[src/rtl/gpio_pkg.sv]
// gpio_pkg
// Shared definitions for the GPIO access arbiter:
//   - register address map of gpio_ip (DATA, DIR, READ)
//   - arbiter FSM state encoding
//   - gpio_access_legal(): address/direction legality check
package gpio_pkg;

    localparam logic [31:0] GPIO_DATA_ADDR = 32'h2000_0000;
    localparam logic [31:0] GPIO_DIR_ADDR  = 32'h2000_0004;
    localparam logic [31:0] GPIO_READ_ADDR = 32'h2000_0008;

    typedef enum logic [1:0] {
        ST_IDLE,
        ST_ISSUE,
        ST_WAIT,
        ST_RESP
    } arb_state_t;

    // Exact-match decode, so misaligned or out-of-map addresses fail here.
    // READ is an input-pin snapshot and cannot be written.
    function automatic logic gpio_access_legal(input logic [31:0] addr, input logic we);
        logic ok;
        ok = (addr == GPIO_DATA_ADDR) || (addr == GPIO_DIR_ADDR) || (addr == GPIO_READ_ADDR);
        if (we && (addr == GPIO_READ_ADDR)) begin
            ok = 1'b0;
        end
        return ok;
    endfunction

endpackage

[src/rtl/gpio_rr_arbiter.sv]
// gpio_rr_arbiter
// Combinational round-robin pick: the first requester with req_valid set,
// searching upward from 'pointer' and wrapping at NREQ.
// Ports:
//   req_valid  in   NREQ  request vector
//   pointer    in   IDXW  highest-priority requester index
//   grant_en   in   1     grant only when set
//   grant      out  NREQ  one-hot grant (all zero when nothing granted)
//   grant_idx  out  IDXW  index of the granted requester
module gpio_rr_arbiter
    import gpio_pkg::*;
#(
    parameter int unsigned NREQ = 2,
    parameter int unsigned IDXW = $clog2(NREQ)
) (
    input  logic [NREQ-1:0] req_valid,
    input  logic [IDXW-1:0] pointer,
    input  logic            grant_en,
    output logic [NREQ-1:0] grant,
    output logic [IDXW-1:0] grant_idx
);

    logic            found;
    logic [31:0]     cand;
    logic [IDXW-1:0] cand_idx;

    always_comb begin
        grant     = '0;
        grant_idx = '0;
        found     = 1'b0;
        cand      = '0;
        cand_idx  = '0;
        for (int unsigned i = 0; i < NREQ; i++) begin
            cand     = (32'(pointer) + i) % NREQ;
            cand_idx = cand[IDXW-1:0];
            if (grant_en && !found && req_valid[cand_idx]) begin
                found           = 1'b1;
                grant[cand_idx] = 1'b1;
                grant_idx       = cand_idx;
            end
        end
    end

endmodule

[src/rtl/gpio_access_arbiter.sv]
// gpio_access_arbiter
// Serialises register accesses from NREQ bus requesters onto the single
// gpio_ip register port. One gpio_en strobe per legal transaction; read
// data is captured after RD_LAT cycles; illegal accesses are answered with
// rsp_err and never reach gpio_ip.
// Build option: GPIO_ARB_DIRLOCK_EN - when defined, only requester 0 may
// write the DIR register; DIR writes from others complete as errors.
// Ports:
//   clk, rst                      clock, synchronous active-high reset
//   req_valid/req_we              per-requester request and direction
//   req_addr/req_wdata            NREQ x 32-bit slices, slice i = requester i
//   req_ready                     one-hot acceptance pulse
//   rsp_valid/rsp_rdata/rsp_err   one-hot completion pulse, data, error
//   busy                          FSM not in IDLE
//   gpio_en/write_enable          strobe and write qualifier to gpio_ip
//   gpio_addr/gpio_in/gpio_rdata  address, write data, read data of gpio_ip
module gpio_access_arbiter
    import gpio_pkg::*;
#(
    parameter int unsigned NREQ   = 2,
    parameter int unsigned RD_LAT = 1
) (
    input  logic               clk,
    input  logic               rst,
    input  logic [NREQ-1:0]    req_valid,
    input  logic [NREQ-1:0]    req_we,
    input  logic [NREQ*32-1:0] req_addr,
    input  logic [NREQ*32-1:0] req_wdata,
    output logic [NREQ-1:0]    req_ready,
    output logic [NREQ-1:0]    rsp_valid,
    output logic [31:0]        rsp_rdata,
    output logic               rsp_err,
    output logic               busy,
    output logic               gpio_en,
    output logic               write_enable,
    output logic [31:0]        gpio_addr,
    output logic [31:0]        gpio_in,
    input  logic [31:0]        gpio_rdata
);

    localparam int unsigned IDXW = $clog2(NREQ);
    localparam int unsigned CNTW = 3;

    arb_state_t      state;
    logic [IDXW-1:0] ptr;
    logic [IDXW-1:0] ptr_next;
    logic [IDXW-1:0] grant_idx;
    logic [NREQ-1:0] grant;
    logic [NREQ-1:0] owner;
    logic            lat_we;
    logic [CNTW-1:0] wait_cnt;

    logic [31:0]     addr_arr  [NREQ];
    logic [31:0]     wdata_arr [NREQ];
    logic            sel_we;
    logic [31:0]     sel_addr;
    logic [31:0]     sel_wdata;
    logic            sel_err;
    logic            dir_locked;

    for (genvar i = 0; i < NREQ; i++) begin : g_unpack
        assign addr_arr[i]  = req_addr[i*32 +: 32];
        assign wdata_arr[i] = req_wdata[i*32 +: 32];
    end

    gpio_rr_arbiter #(
        .NREQ (NREQ),
        .IDXW (IDXW)
    ) u_rr (
        .req_valid (req_valid),
        .pointer   (ptr),
        .grant_en  (state == ST_IDLE),
        .grant     (grant),
        .grant_idx (grant_idx)
    );

`ifdef GPIO_ARB_DIRLOCK_EN
    assign dir_locked = sel_we && (sel_addr == GPIO_DIR_ADDR) && (grant_idx != '0);
`else
    assign dir_locked = 1'b0;
`endif

    always_comb begin
        sel_we    = req_we[grant_idx];
        sel_addr  = addr_arr[grant_idx];
        sel_wdata = wdata_arr[grant_idx];
        sel_err   = !gpio_access_legal(sel_addr, sel_we) || dir_locked;
        ptr_next  = (grant_idx == IDXW'(NREQ - 1)) ? '0 : grant_idx + 1'b1;
    end

    // Strobes and pulses default low every cycle and are only raised on the
    // transition into the state that owns them, so every output is a flop.
    always_ff @(posedge clk) begin
        if (rst) begin
            state        <= ST_IDLE;
            ptr          <= '0;
            owner        <= '0;
            lat_we       <= 1'b0;
            wait_cnt     <= '0;
            req_ready    <= '0;
            rsp_valid    <= '0;
            rsp_rdata    <= '0;
            rsp_err      <= 1'b0;
            busy         <= 1'b0;
            gpio_en      <= 1'b0;
            write_enable <= 1'b0;
            gpio_addr    <= '0;
            gpio_in      <= '0;
        end else begin
            req_ready    <= '0;
            rsp_valid    <= '0;
            gpio_en      <= 1'b0;
            write_enable <= 1'b0;
            gpio_addr    <= '0;
            gpio_in      <= '0;
            case (state)
                ST_IDLE: begin
                    if (|grant) begin
                        owner     <= grant;
                        lat_we    <= sel_we;
                        ptr       <= ptr_next;
                        busy      <= 1'b1;
                        req_ready <= grant;
                        if (sel_err) begin
                            state     <= ST_RESP;
                            rsp_valid <= grant;
                            rsp_err   <= 1'b1;
                            rsp_rdata <= '0;
                        end else begin
                            state        <= ST_ISSUE;
                            gpio_en      <= 1'b1;
                            write_enable <= sel_we;
                            gpio_addr    <= sel_addr;
                            gpio_in      <= sel_wdata;
                        end
                    end
                end
                ST_ISSUE: begin
                    if (lat_we) begin
                        state     <= ST_RESP;
                        rsp_valid <= owner;
                        rsp_err   <= 1'b0;
                        rsp_rdata <= '0;
                    end else begin
                        state    <= ST_WAIT;
                        wait_cnt <= '0;
                    end
                end
                ST_WAIT: begin
                    // WAIT spans RD_LAT cycles; data is sampled on the last one.
                    if (wait_cnt == CNTW'(RD_LAT - 1)) begin
                        state     <= ST_RESP;
                        rsp_valid <= owner;
                        rsp_err   <= 1'b0;
                        rsp_rdata <= gpio_rdata;
                    end else begin
                        wait_cnt <= wait_cnt + 1'b1;
                    end
                end
                ST_RESP: begin
                    state     <= ST_IDLE;
                    busy      <= 1'b0;
                    rsp_err   <= 1'b0;
                    rsp_rdata <= '0;
                end
                default: begin
                    state <= ST_IDLE;
                    busy  <= 1'b0;
                end
            endcase
        end
    end

endmodule

[config.mk]
export PLATFORM = sky130hd
export DESIGN_NAME = gpio_access_arbiter
export DESIGN_NICKNAME = d
export VERILOG_FILES = /design/src/rtl/gpio_pkg.sv /design/src/rtl/gpio_rr_arbiter.sv /design/src/rtl/gpio_access_arbiter.sv
export SDC_FILE = /design/constraint.sdc
export NUM_CORES = 1
export LEC_CHECK = 0
export ABC_AREA = 1
export BUFFER_PORTS_ARGS = -buffer_cell sky130_fd_sc_hd__buf_2
export CORE_MARGIN = 2
export CORE_UTILIZATION = 48
export DETAILED_ROUTE_END_ITERATION = 7
export GPL_ROUTABILITY_DRIVEN = 0
export PLACE_DENSITY_LB_ADDON = 0.12
export SLEW_MARGIN = 40
export SYNTH_ARGS = -nofsm -noshare
export SYNTH_HDL_FRONTEND = slang
export SYNTH_SLANG_ARGS = --single-unit
[constraint.sdc]
create_clock -name clk -period 5.7 [get_ports clk]
set_input_delay 0.57 -clock clk [delete_from_list [all_inputs] [get_ports clk]]
set_output_delay 0.57 -clock clk [all_outputs]
set_load 0.005 [all_outputs]
==> summary.md <==
| Metric | Value |
|---|---|
| CP Data Required Time | `6.12 ns` |
| # IOs | `270` |
| Layout Nets | `1177` |
| Layout area overhead | `41.5%` |
| Met2 usage | `42.5%` |
| Die area | `roughly 0.011 mm2` |
| Dpl hpwl | `9970 um` |
| Share of cells above drive strength 1 | `about a third` |
| GRT met3 Usage | `9.21%` |
| Met1 Use GR | `26.9%` |
| CP Max Fanout | `70` |
| TritonCTS clock tree | `done` |
| Count of final setup violators | `0` |
| Fill count | `around 950` |
| Hold Path Class | `input pin to register` |
| Largest net degree at the start of global routing | `71` |
| Yosys warns | `0` |
| Worst Max-Slew Pin Slew | `0.683 ns` |
| Reg-to-reg startpoint | `state[0]` |
| CTS clk-pin slew, worst paths | `roughly 0.060 ns` |
| Power per cell area | `between 400 and 500 mW/mm2` |
| Post-CTS Setup Repair Bufs | `0` |
| Post-DP Area | `0.00642 mm2` |
| Post-Syn Area per Cell | `6.83 um2` |
| Clock buffer count from CTS | `17` |
| Die Wd | `around 110 um` |
| Tcrit/Tclk final | `~55%` |
| RSZ-0062 raised after global routing | `no` |
| Register area share after synthesis | `45.8%` |
| Outcome | `finished, final reports clean` |
| Final Skew | `between 0.01 and 0.015 ns` |
| Vias per cell | `4.55` |
| Hold buffer count at cts | `0` |
| Vias in the first global route | `4902` |
| Vias | `roughly 5200` |
| Setup TNS Final | `0 ns` |
| Critical Path Start | `state[0]` |
| Cells after synthesis | `723` |
| Critical Path Start Type | `register` |
| Global-route wire length before repair | `21900 um` |
| Max Slew Vio Count | `0` |
| Antenna diodes | `0` |
| Port Buffers | `269` |
| Die Span Y | `105 um` |
| Clk sink count | `113` |
| H-tree level count | `4` |
| Leakage power | `0.00405 uW` |
| WL per Instance | `11.8 um` |
| GRT Util Overall | `24.9%` |
| Critical path type | `register to register` |
| FP Rows | `37` |
| Worst slew margin | `54.5%` |
| Bufs on Longest Clock Path | `2` |
| FMAX | `321 MHz` |
| Final WL | `approximately 14000 um` |
| Hold Fails Final Rpt | `0` |
| Max-cap violations | `0` |
| Yosys reg bits | `around 110` |
| GRT overflow | `0` |
| Worst endpoint data arrival time | `3.54 ns` |
| Initial Utilization | `48.7%` |
| Netlist cell types | `33` |
| Final ANT Viol Nets | `0` |
| Fin area | `0.00698 mm2` |
| Hold path startpoint | `req_wdata[48]` |
| GRT busiest layer | `met2` |
| Worst setup EP type | `register` |
| Post-CTS Resized | `0` |
| Initial antenna violation count | `0` |
| First-pass detailed-route iteration total | `8` |
| DRC | `0` |
| Crit path time final | `3.12 ns` |
| Iter 0 DRT Violations | `229` |
| Core Region | `0.0101 mm2` |
| Peak VDD IR | `0.278 mV` |
| Root Buffer Master | `clkbuf_8` |
| Cell area after synthesis | `0.00493 mm2` |
| Worst skew pair latency | `between 0.5 and 0.6 ns` |
-- path summary, 6_finish.rpt --
| check | cells past startpoint | to | slack, ns |
|---|---|---|---|
| max reg2reg | 13 | gpio_in[21] | 2.58 |
| max | 13 | gpio_in[21] | 2.58 |
| min reg2reg | 2 | owner[0] | 0.47 |
| min | 5 | gpio_in[16] | 0.37 |
-- Yosys cell counts, drive strengths merged --
master,number,area [um2]
clkinv,1,3.75
nor2,93,357
nor3,3,15.0
conb,1,3.75
o21ai,7,42.5
or2,2,12.5
o211ai,2,15.0
dfxtp,113,2260
nor4,1,12.5
clkbuf,14,52.6
a21oi,45,229
a221oi,1,8.76
nand4,2,33.8
ha,6,75.1
nor3b,3,22.5
o21a,1,7.51
nand3b,10,75.1
buf,25,161
nand2,282,1070
nand3,44,220
inv,67,254
-- final cells by class --
class / count / area (um2) / area share (%)
clock inverters: 13 / 124 / 1.77
inverters: 68 / 259 / 3.71
repair buffers: 274 / 1400 / 20.1
well taps: 136 / 170 / 2.44
flip-flops and latches: 113 / 2260 / 32.4
multi-input cells: 531 / 2320 / 33.2
clock buffers: 19 / 442 / 6.33
-- report_power, final --
part	internal [uW]	total [uW]	switching [uW]
Sequential	901	954	52.8
Clock	607	985	378
Combinational	429	1060	631
Total	1940	3000	1060
-- sequential cells by signal, summed over array words and instances (netlist names) --
register / flops
gpio_addr: 32
wait_cnt: 3
gpio_in: 32
busy: 1
lat_we: 1
req_ready: 2
rsp_valid: 2
rsp_rdata: 32
gpio_en: 1
rsp_err: 1
ptr: 1
write_enable: 1
state: 2
owner: 2
-- stage by stage --
stage	power (uW)	setup WS, ns	utilization [%]	hold slack (ns)	instances
floorplan	1730	3.47	-	0.440	751
finish	3000	2.58	68.9	0.367	1154
detailed placement	2020	2.57	63.3	0.454	1122
global route	3230	2.24	68.9	0.371	1154
global placement	1970	2.65	63.0	0.451	1121
CTS	3030	2.54	68.9	0.342	1154
-- critical path: stages (launching register included) --
cell and delay, ns:
dfxtp_1 0.33, inv_1 0.12, ha_1 0.30, nand2_2 0.13, inv_4 0.16, nand2_4 0.39
or2_0 0.37, o21ai_1 0.12, nand2_1 0.08, nor3_1 0.13, nand2_1 0.06, nor2_1 0.16
nand4_4 0.44, nor2_1 0.24
-- per-layer routing --
metal  vias up  part of all wire, %
li1       2752                    -
met1      2255                   39
met2       204                   49
met3        36                  8.8
met4         0                  3.3
met5         -                    0
-- logic make-up (layout without fill, tap and decap cells) --
| kind of cell | Yosys count | count (layout) | synth area share, % |
|---|---|---|---|
| buffers and inverters | 107 | 374 | 9.56 |
| and+or+nand+nor | 440 | 440 | 36.9 |
| adders and majority gates | 6 | 6 | 1.52 |
| DFF | 113 | 113 | 45.8 |
| other | 1 | 29 | 0.0760 |
| AOI/OAI and AO/OA | 56 | 56 | 6.14 |
-- cell usage in the layout, fill, tap and decap left out, drive strengths merged, types with 4 or more instances in the layout --
cell	Yosys	routed
nand2	282	282
nand3	44	44
dfxtp	113	113
inv	67	73
conb	1	29
buf	25	274
clkinv	1	4
a21oi	45	45
nor2	93	93
ha	6	6
o21ai	7	7
nand3b	10	10
clkbuf	14	19
Note: power is estimated with default switching activity, not from simulation.
